`config.mk`:
```
export PLATFORM = sky130hd
export DESIGN_NAME = jt6295_ch_seq
export DESIGN_NICKNAME = d
export VERILOG_FILES = /design/src/rtl/jt6295_pkg.sv /design/src/rtl/jt6295_ch_regs.sv /design/src/rtl/jt6295_ch_seq.sv
export SDC_FILE = /design/constraint.sdc
export NUM_CORES = 1
export LEC_CHECK = 0
export CAP_MARGIN = 20
export CORE_ASPECT_RATIO = 0.9
export CORE_UTILIZATION = 58
export DETAILED_ROUTE_END_ITERATION = 8
export PLACE_DENSITY_LB_ADDON = 0.15
export REMOVE_ABC_BUFFERS = 1
export SETUP_SLACK_MARGIN = 0.3
export SLEW_MARGIN = 20
export SYNTH_ARGS = -nofsm -noshare
export SYNTH_HDL_FRONTEND = slang
export SYNTH_SLANG_ARGS = --single-unit
```
`constraint.sdc`:
```
create_clock -name clk -period 3.4 [get_ports clk]
set_input_delay 0.85 -clock clk [delete_from_list [all_inputs] [get_ports clk]]
set_output_delay 0.85 -clock clk [all_outputs]
set_load 0.005 [all_outputs]
```
`src/rtl/jt6295_pkg.sv`:
```
// Shared definitions for the jt6295 channel sequencer: channel count, address
// width, FSM state and nibble-select encodings.
package jt6295_pkg;

  localparam int NCH    = 4;
  localparam int AW_DEF = 18;

  typedef enum logic [1:0] {
    ST_IDLE = 2'd0,
    ST_REQ  = 2'd1,
    ST_EMIT = 2'd2
  } state_t;

  typedef enum logic {
    NIB_LO = 1'b0,
    NIB_HI = 1'b1
  } nib_sel_t;

  function automatic logic [3:0] pick_nibble(input logic [7:0] b, input nib_sel_t sel);
    return (sel == NIB_HI) ? b[7:4] : b[3:0];
  endfunction

endpackage

```
`src/rtl/jt6295_ch_regs.sv`:
```
// Four-entry per-channel playback state, read and written at the slot index.
// load/stop/adv are mutually exclusive in practice; load has priority.
module jt6295_ch_regs
  import jt6295_pkg::*;
#(
  parameter int AW = AW_DEF
) (
  input  logic           clk,
  input  logic           rst_n,
  input  logic [1:0]     idx,
  input  logic           load,
  input  logic [AW-1:0]  load_addr,
  input  logic [AW-1:0]  load_end,
  input  logic [3:0]     load_att,
  input  logic           stop,
  input  logic           adv,
  output logic [AW-1:0]  addr,
  output logic [3:0]     att,
  output nib_sel_t       hi,
  output logic           first,
  output logic [NCH-1:0] busy
);

  logic [AW-1:0]  addr_r [NCH];
  logic [AW-1:0]  end_r  [NCH];
  logic [3:0]     att_r  [NCH];
  logic [NCH-1:0] hi_r;
  logic [NCH-1:0] first_r;
  logic [NCH-1:0] busy_r;

  always_ff @(posedge clk or negedge rst_n) begin
    if (!rst_n) begin
      for (int i = 0; i < NCH; i++) begin
        addr_r[i] <= '0;
        end_r[i]  <= '0;
        att_r[i]  <= '0;
      end
      hi_r    <= '0;
      first_r <= '0;
      busy_r  <= '0;
    end else if (load) begin
      addr_r[idx]  <= load_addr;
      end_r[idx]   <= load_end;
      att_r[idx]   <= load_att;
      hi_r[idx]    <= 1'b1;
      first_r[idx] <= 1'b1;
      busy_r[idx]  <= 1'b1;
    end else if (stop) begin
      busy_r[idx] <= 1'b0;
    end else if (adv) begin
      first_r[idx] <= 1'b0;
      hi_r[idx]    <= ~hi_r[idx];
      // Low nibble done: the byte is consumed, move on or finish the phrase.
      if (!hi_r[idx]) begin
        if (addr_r[idx] == end_r[idx]) busy_r[idx] <= 1'b0;
        else addr_r[idx] <= addr_r[idx] + 1'b1;
      end
    end
  end

  assign addr  = addr_r[idx];
  assign att   = att_r[idx];
  assign hi    = nib_sel_t'(hi_r[idx]);
  assign first = first_r[idx];
  assign busy  = busy_r;

endmodule

```
`src/rtl/jt6295_ch_seq.sv`:
```
// Four-channel time-multiplexed ADPCM nibble sequencer. Define
// JT6295_NIBBLE_CACHE_EN to serve low nibbles from a per-channel byte cache.
module jt6295_ch_seq
  import jt6295_pkg::*;
#(
  parameter int AW = AW_DEF
) (
  input  logic          clk,
  input  logic          rst_n,
  input  logic          cen4,
  input  logic          cen1,
  input  logic [3:0]    start,
  input  logic [3:0]    stop,
  input  logic [AW-1:0] start_addr,
  input  logic [AW-1:0] stop_addr,
  input  logic [3:0]    att,
  output logic [3:0]    busy,
  output logic [3:0]    ack,
  output logic [AW-1:0] rom_addr,
  output logic          rom_cs,
  input  logic [7:0]    rom_data,
  input  logic          rom_ok,
  output logic          dec_valid,
  output logic [1:0]    dec_ch,
  output logic [3:0]    dec_nibble,
  output logic [3:0]    dec_att,
  output logic          dec_restart,
  output logic [1:0]    dbg_state
);

  state_t        state;
  logic [1:0]    slot, nslot, idx;
  logic          guard;
  logic          do_load, do_stop, do_adv, busy_after, capture, cache_hit;
  logic [AW-1:0] rd_addr;
  logic [3:0]    rd_att;
  nib_sel_t      rd_hi;
  logic          rd_first;
  logic [7:0]    emit_byte;

  // On a cen4 clk the register file is already addressed by the slot being opened.
  always_comb begin
    nslot      = cen1 ? 2'd0 : slot + 2'd1;
    idx        = cen4 ? nslot : slot;
    do_load    = cen4 & start[idx] & ~busy[idx];
    do_stop    = cen4 & ~start[idx] & stop[idx];
    busy_after = do_load | (busy[idx] & ~do_stop);
    capture    = ~cen4 & (state == ST_REQ) & ~guard & rom_ok;
  end

`ifdef JT6295_NIBBLE_CACHE_EN
  logic [7:0]     cache_byte [NCH];
  logic [NCH-1:0] cache_vld;

  assign cache_hit = cen4 & busy_after & ~do_load & (rd_hi == NIB_LO) & cache_vld[idx];
  assign emit_byte = cache_hit ? cache_byte[idx] : rom_data;

  always_ff @(posedge clk or negedge rst_n) begin
    if (!rst_n) begin
      for (int i = 0; i < NCH; i++) cache_byte[i] <= '0;
      cache_vld <= '0;
    end else if (do_load) begin
      cache_vld[idx] <= 1'b0;
    end else if (capture) begin
      cache_byte[idx] <= rom_data;
      cache_vld[idx]  <= 1'b1;
    end
  end
`else
  assign cache_hit = 1'b0;
  assign emit_byte = rom_data;
`endif

  assign do_adv = capture | cache_hit;

  jt6295_ch_regs #(.AW(AW)) u_regs (
    .clk       (clk),
    .rst_n     (rst_n),
    .idx       (idx),
    .load      (do_load),
    .load_addr (start_addr),
    .load_end  (stop_addr),
    .load_att  (att),
    .stop      (do_stop),
    .adv       (do_adv),
    .addr      (rd_addr),
    .att       (rd_att),
    .hi        (rd_hi),
    .first     (rd_first),
    .busy      (busy)
  );

  // A cen4 always opens a new slot, whatever the FSM was doing; a pending
  // fetch is then a miss and is simply dropped.
  always_ff @(posedge clk or negedge rst_n) begin
    if (!rst_n) begin
      state       <= ST_IDLE;
      slot        <= 2'd0;
      guard       <= 1'b0;
      rom_cs      <= 1'b0;
      rom_addr    <= '0;
      ack         <= 4'd0;
      dec_valid   <= 1'b0;
      dec_ch      <= 2'd0;
      dec_nibble  <= 4'd0;
      dec_att     <= 4'd0;
      dec_restart <= 1'b0;
    end else begin
      ack       <= 4'd0;
      dec_valid <= 1'b0;
      if (cen4) begin
        slot  <= nslot;
        guard <= 1'b0;
        if (start[idx]) ack <= 4'b0001 << idx;
        if (cache_hit) begin
          rom_cs <= 1'b0;
          state  <= ST_EMIT;
        end else if (busy_after) begin
          rom_addr <= do_load ? start_addr : rd_addr;
          rom_cs   <= 1'b1;
          guard    <= 1'b1;
          state    <= ST_REQ;
        end else begin
          rom_cs <= 1'b0;
          state  <= ST_IDLE;
        end
      end else begin
        case (state)
          ST_REQ: begin
            if (guard) guard <= 1'b0;
            else if (rom_ok) begin
              rom_cs <= 1'b0;
              state  <= ST_EMIT;
            end
          end
          ST_EMIT: state <= ST_IDLE;
          default: ;
        endcase
      end
      if (do_adv) begin
        dec_valid   <= 1'b1;
        dec_ch      <= idx;
        dec_att     <= rd_att;
        dec_restart <= rd_first;
        dec_nibble  <= pick_nibble(emit_byte, rd_hi);
      end
    end
  end

  assign dbg_state = state;

endmodule

```
# Word-level counts from Yosys, hierarchy flattened
# Cells that the tools add are included.
# totals
reg_bits	212
input_bits	61
out_inout_bits	41
word_cells	144
# classes
add_sub_neg	2
magnitude_cmp	4
n_eq_ne	10
n_shift	1
n_mux	65
bitwise	22
reduce_logical	14
# ops
op	n
72-bit 2-to-1 mux	5
72-bit bitwise mux	3
18-bit 2-to-1 mux	6
18-bit binary-select mux with 2-bit select	2
4-bit 2-to-1 mux	17
18-bit demux with 2-bit select	1
18-bit by 1-bit adder with 18-bit output (second input constant)	1
18-bit == test	1
16-bit bitwise mux	1
1-bit 2-to-1 mux	15
4-bit bitwise OR	3
1-bit binary-select mux with 2-bit select	5
2-bit 2-to-1 mux	5
3-bit != test (second input constant)	3
3-bit AND reduction	3
3-bit nonzero test	3
1-bit bitwise AND	8
4-bit bitwise AND	2
4-bit binary-select mux with 2-bit select	1
4-bit demux with 2-bit select	1
2-bit != test (second input constant)	4
1-bit NOT	6
2-bit nonzero test	3
4-bit bitwise mux	1
16 further kinds	18

# Depth between registers and ports, before layout
# logic_depth
depth_word	14
mapped_depth	15

# Hierarchy
# A second synthesis with hierarchy kept.
# hier_totals
hier_cells	771
area_unflattened_um2	10660.2
# by_module_without_submodules
module	n_inst	cells_per_inst	area_each_um2	seq_area_each_um2
jt6295_ch_regs	1	593	8675.8	4304.1
jt6295_ch_seq	1	178	1984.4	1001.0

# Least setup slack after synthesis
# No wires, ideal clock.
# synth_timing
kind	input -> register
start	in cen1
end	reg u_regs.addr_r[50] in the netlist's numbering
setup_time_ns	0.128
t_arrival_ns	3.398
required_ns	3.272
slack_ns	-0.126
path_stages	13
path_buffers	2
path_cell_list	buf_4 -> nor3b_2 -> a211oi_1 -> clkbuf_1 -> nand3_1 -> and2_1 -> ha_1 -> inv_1 -> or4_1 -> nand3b_1 -> xor2_1 -> o21ai_2 -> mux2_1
# synth_via
elab_chain_len	13
elab_cells_between_ends	42
classes_between	add/sub (1); order compare (2); eq/ne (4); mux (25); bitwise (7); reduce/logical (3)
# synth_lines
element	line_no	rtl
from (decl)	jt6295_ch_seq.sv:11	input logic cen1,
2-bit 2-to-1 mux (*)	jt6295_ch_seq.sv:43	nslot = cen1 ? 2'd0 : slot + 2'd1;
2-bit 2-to-1 mux (*)	--	
2-bit NOT with 3-bit output (implied by the code)	jt6295_ch_regs.sv:42, jt6295_ch_regs.sv:55, jt6295_ch_regs.sv:56	
18-bit binary-select mux with 2-bit select (tied with other cells)	jt6295_ch_regs.sv:55, jt6295_ch_regs.sv:56	
18-bit 2-to-1 mux (implied by the code) or 1-bit logical AND (tied branches)	jt6295_ch_regs.sv:55, jt6295_ch_regs.sv:56, jt6295_ch_regs.sv:42	
18-bit 2-to-1 mux (on tied branches)	jt6295_ch_regs.sv:55, jt6295_ch_regs.sv:56, jt6295_ch_regs.sv:42	
18-bit by 1-bit adder with 18-bit output or 18-bit demux with 2-bit select (tied branches)	jt6295_ch_regs.sv:56, jt6295_ch_regs.sv:42	
72-bit bitwise mux	jt6295_ch_regs.sv:56	else addr_r[idx] <= addr_r[idx] + 1'b1;
72-bit 2-to-1 mux	jt6295_ch_regs.sv:55	if (addr_r[idx] == end_r[idx]) busy_r[idx] <= 1'b0;
72-bit 2-to-1 mux	jt6295_ch_regs.sv:54	if (!hi_r[idx]) begin
72-bit 2-to-1 mux	jt6295_ch_regs.sv:50	end else if (adv) begin
72-bit 2-to-1 mux	jt6295_ch_regs.sv:48	end else if (stop) begin
72-bit 2-to-1 mux	jt6295_ch_regs.sv:41	end else if (load) begin
to (signal, indexed assignment)	jt6295_ch_regs.sv:42	addr_r[idx] <= load_addr;
to (signal, indexed assignment)	jt6295_ch_regs.sv:56	
to (decl)	jt6295_ch_regs.sv:24	logic [AW-1:0] addr_r [NCH];
# Mark *: on every way between the ends. The rest lies on a longest branch, timed or not. The select of a mux whose other input is x is not followed.
# A chain may end at the register's enable or synchronous reset.

# Worst setup path after layout
# layout_timing
start	reg slot[1]
end	reg u_regs.addr_r[9] in the netlist's numbering
# layout_via
elab_chain_len	14
elab_cells_between_ends	43
classes_between	add/sub (2); order compare (2); eq/ne (4); mux (25); bitwise (7); reduce/logical (3)
# layout_lines
element	line_no	rtl
from (decl)	jt6295_ch_seq.sv:32	logic [1:0] slot, nslot, idx;
from (signal assigned)	jt6295_ch_seq.sv:112	slot <= nslot;
2-bit by 1-bit adder with 2-bit output	jt6295_ch_seq.sv:43	
2-bit 2-to-1 mux	jt6295_ch_seq.sv:43	
2-bit 2-to-1 mux (*)	--	
2-bit NOT with 3-bit output (implied by the code)	jt6295_ch_regs.sv:42, jt6295_ch_regs.sv:55, jt6295_ch_regs.sv:56	
18-bit binary-select mux with 2-bit select (tied with other cells)	jt6295_ch_regs.sv:55, jt6295_ch_regs.sv:56	
18-bit 2-to-1 mux (implied by the code) or 1-bit logical AND (tied branches)	jt6295_ch_regs.sv:55, jt6295_ch_regs.sv:56, jt6295_ch_regs.sv:42	
18-bit 2-to-1 mux (on tied branches)	jt6295_ch_regs.sv:55, jt6295_ch_regs.sv:56, jt6295_ch_regs.sv:42	
18-bit by 1-bit adder with 18-bit output or 18-bit demux with 2-bit select (tied branches)	jt6295_ch_regs.sv:56, jt6295_ch_regs.sv:42	
72-bit bitwise mux	jt6295_ch_regs.sv:56	
72-bit 2-to-1 mux	jt6295_ch_regs.sv:55	
72-bit 2-to-1 mux	jt6295_ch_regs.sv:54	
72-bit 2-to-1 mux	jt6295_ch_regs.sv:50	
72-bit 2-to-1 mux	jt6295_ch_regs.sv:48	
72-bit 2-to-1 mux	jt6295_ch_regs.sv:41	
# Marks and branches as above.

==> run_results.csv <==
group,metric,value,unit
setup_path,critPathArrivalTime,3.84,ns
cts,root_buffer,"clkbuf_16",
sta,timing.fmax,290,MHz
flow_run,maxCapViolCount,0,
setup_path,cp_data_required_time,3.80,ns
global_routing,grt.overflow.total,0,
sta,setup_viol,31,
route,wl_per_cell,22.8,microns
sta,maxSlewHeadroom,0.662,
synthesis,synth_compound_area_frac,0.151,
power_and_ir_drop,vdd_drop_max,580,uV
synthesis,synth_top_family_by_area,"simple AND/OR/NAND/NOR gates",
placement,port_buffers,101,
synthesis,yosys.area_share.simple,0.152,
final_layout,fin_nets,1450,
route,totalWireLength,37.8,mm
setup_path,critPathMaxFanout,7,
setup_path,crit_chain,"buf_4 > nor3b_4 > a211oi_2 > buf_4 > inv_2 > buf_4 > a211oi_2 > a31oi_1 > xor2_1 > a2111oi_4 > nand4_4 > o211a_4 > buf_12 > mux2_4",
floorplan,initial_core_util,0.592,
synthesis,ys_seq_area_frac,0.466,
final_layout,utilization,0.816,
global_routing,antenna_found_initial,0,
setup_path,worstSetupPathType,"flop to flop",
final_layout,post_route_cells_drive_above_1_share,0.336,
route,drt-initial-drc-count,1001,
run_status,status,"finished, violations left",
synthesis,muxShareOfSynthArea,0.151,
cts,clk_latency,0.53,ns
sta,period_needed,3.44,ns
synthesis,async_reset_ff_frac,1.00,
worst_hold_path,hp-class,"input pin to async pin",
cts,cts_tree,"yes",
sta,fin_skew,0.0168,ns
final_layout,fillers,1109,
cts,clkTransAtPathRegs,0.06,ns
setup_path,path_buf_inv,5,
setup_path,critical_path.top_delay_family,"compound AO/OA/AOI/OAI gates",
final_layout,syn_to_final_growth,37.8,%
run_status,violations,"setup timing",
setup_path,r2r_start,"slot[1]",
synthesis,syn_area,0.0114,sq mm
floorplan,std_cell_rows,48,
setup_path,startpoint_type,"flop",
setup_path,reg2reg_slack,-0.04,ns
sta,worstMarginPinSlew,0.501,ns
global_routing,grt_use_total,0.368,
setup_path,crit_start,"slot[1]",
setup_path,r2r_end,"u_regs.addr_r[9]",
route,via_count,10595,
route,viasPerCell,6.39,
placement,pre_cts_ws,-0.797,ns
synthesis,synthFlopType,"dfrtp_1",
sta,hold_ws,0.303,ns
synthesis,postSynthAreaPerCell,10.2,sq um
sta,final.setup.worst_slack,-0.0426,ns
global_routing,grt_max_degree,63,
sta,fin_tns_setup,-0.424,ns
setup_path,slowest_delay,0.47,ns
synthesis,ys_ff_latch,212,
power_and_ir_drop,leakage,7.10,nW
cts,numCtsBuffers,24,
sta,finalHoldViolCount,0,
synthesis,synth_enable_flop_cells,0,
floorplan,die_w,150,microns
floorplan,core,0.0192,sq mm
cts,htree_num_levels,1,
placement,placed_area,0.0139,sq mm
route,drc,0,
floorplan,die_height,135,microns
sta,grt_setup_unrepaired,"yes",
setup_path,ff2ff_path_depth,14,
setup_path,cp_common_cell,"buf_4",
global_routing,first_global_vias,10490,
placement,place_congestion,0.964,
global_routing,grt_pass1_wl,56.7,mm
sta,slew_violations,0,
synthesis,synth_xor_area_frac,0.0362,
setup_path,crit_slowest_cell,"dfrtp_2",
synthesis,ys_types,83,
final_layout,final_area,0.0157,sq mm
placement,dp_hpwl,25.0,mm
cts,clkSinkCount,212,
placement,placed_cells,1577,
floorplan,ios,102,
floorplan,dieArea,0.0202,sq mm
route,ant_nets,0,
route,drt-pass1-iter-count,6,
sta,fin_crit_sh,1.01,
power_and_ir_drop,p_per_area,821,mW/mm^2
final_layout,finalNonFillerCells,1658,
synthesis,yosys_warnings,0,
synthesis,synth_fa_ha_area_frac,0.00110,
synthesis,synthCells,1114,
power_and_ir_drop,finalPower,12.9,mW
cts,clk_path_buf_depth,3,
setup_path,critPathCaptureType,"flop",
==> worst reg2reg max path: cells and delay by family (launching register included) <==
kind / cells / cell delay (ns)
simple gates: 2 / 0.39
buf+inv: 5 / 0.75
mux: 1 / 0.31
xor+xnor: 1 / 0.19
compound gates: 5 / 1.23
flops: 1 / 0.47
==> cell families after synthesis <==
family          count (synthesis)
mux                           152
flops                         212
buf+inv                        91
fa+ha+maj                       1
compound gates                228
simple gates                  383
xor+xnor                       47
==> layer usage <==
metal	GRT usage	wire, microns	vias to the layer above
met5	0	0	-
met4	0.156	1500	0
met3	0.0747	3770	130
met2	0.600	17700	706
met1	0.479	14900	5207
li1	-	-	4552
==> what timing repair did <==
action | in CTS | in global routing
pin swaps | 20 | 34
endpoints found under the setup margin | 181 | 126
buffers inserted | 16 | 15
gates cloned | 1 | 3
resized for setup | 56 | 68
hold buffers | 0 | 0
==> how the worst max path moves through the flow <==
stage | end | slack, ns | cells after the start
floorplan | u_regs.addr_r[20] | -2.28 | 7
global placement | u_regs.addr_r[30] | -0.71 | 14
detailed placement | u_regs.addr_r[30] | -0.80 | 14
CTS | u_regs.addr_r[9] | -0.03 | 13
global route | u_regs.addr_r[13] | -0.11 | 16
finish | u_regs.addr_r[9] | -0.04 | 14
==> cells in the mapped netlist, types with 5 or more instances <==
cell type	number	share of area
o22ai_1	5	0.0027
o21ai_0	58	0.026
clkbuf_1	31	0.010
o211a_1	6	0.0053
nor2_1	50	0.016
buf_1	6	0.0020
a32oi_1	13	0.010
nor2b_1	5	0.0027
a222oi_1	7	0.0062
and3b_1	7	0.0054
mux2_2	124	0.12
a221oi_1	8	0.0062
xnor2_1	24	0.018
o221ai_1	7	0.0054
o31ai_1	7	0.0046
buf_2	15	0.0066
nand2b_1	5	0.0027
dfrtp_1	212	0.47
nand2_1	239	0.079
buf_6	12	0.012
a22oi_1	19	0.013
o2bb2ai_1	12	0.0092
nand4_1	6	0.0033
o211ai_1	10	0.0066
o22a_1	14	0.011
mux2i_1	17	0.015
nand3_1	35	0.015
a22o_1	9	0.0069
xor2_1	23	0.018
a21oi_1	17	0.0075
inv_1	17	0.0056
buf_4	5	0.0033
mux2_1	6	0.0059
==> cell usage in the layout, fill, tap and decap left out, types with 6 or more instances in the layout <==
cell / instances
nand2_1: 239
dfrtp_1: 210
buf_4: 168
mux2_2: 108
clkdlybuf4s50_1: 98
o21ai_0: 54
nor2_1: 43
nand3_1: 35
clkbuf_16: 27
buf_12: 23
mux2_4: 22
buf_6: 22
xnor2_1: 21
xor2_1: 21
inv_1: 17
mux2i_1: 17
a22oi_1: 15
a21oi_1: 15
o22a_1: 14
a32oi_1: 11
o211ai_1: 10
a22o_1: 9
a222oi_1: 7
a221oi_1: 7
and3b_1: 7
o2bb2ai_2: 7
o31ai_1: 7
clkbuf_8: 7
nand4_1: 6
==> report_power, final <==
part	switching, mW	internal [mW]
Combinational	2.57	2.86
Clock	1.07	1.85
Sequential	0.897	3.64
Total	4.53	8.34
==> area by class of cell <==
| class | count | area (sq um) | area share |
|---|---|---|---|
| Multi-Input combinational cell | 811 | 6000 | 0.383 |
| Inverter | 21 | 81.3 | 0.00519 |
| Sequential cell | 212 | 5310 | 0.339 |
| Antenna cell | 2 | 5.00 | 0.000319 |
| Clock buffer | 34 | 719 | 0.0459 |
| Tap cell | 250 | 313 | 0.0200 |
| Timing Repair Buffer | 318 | 3080 | 0.196 |
| Clock inverter | 10 | 175 | 0.0112 |
==> registers in the layout (all words and copies together) (netlist names), 4 cells and up, named ones only <==
register       cells
u_regs.addr_r     72
dec_att            4
ack                4
u_regs.att_r      16
rom_addr          18
dec_nibble         4
u_regs.end_r      72
u_regs.hi_r        4
No activity file was read; power rests on OpenSTA's default activity.
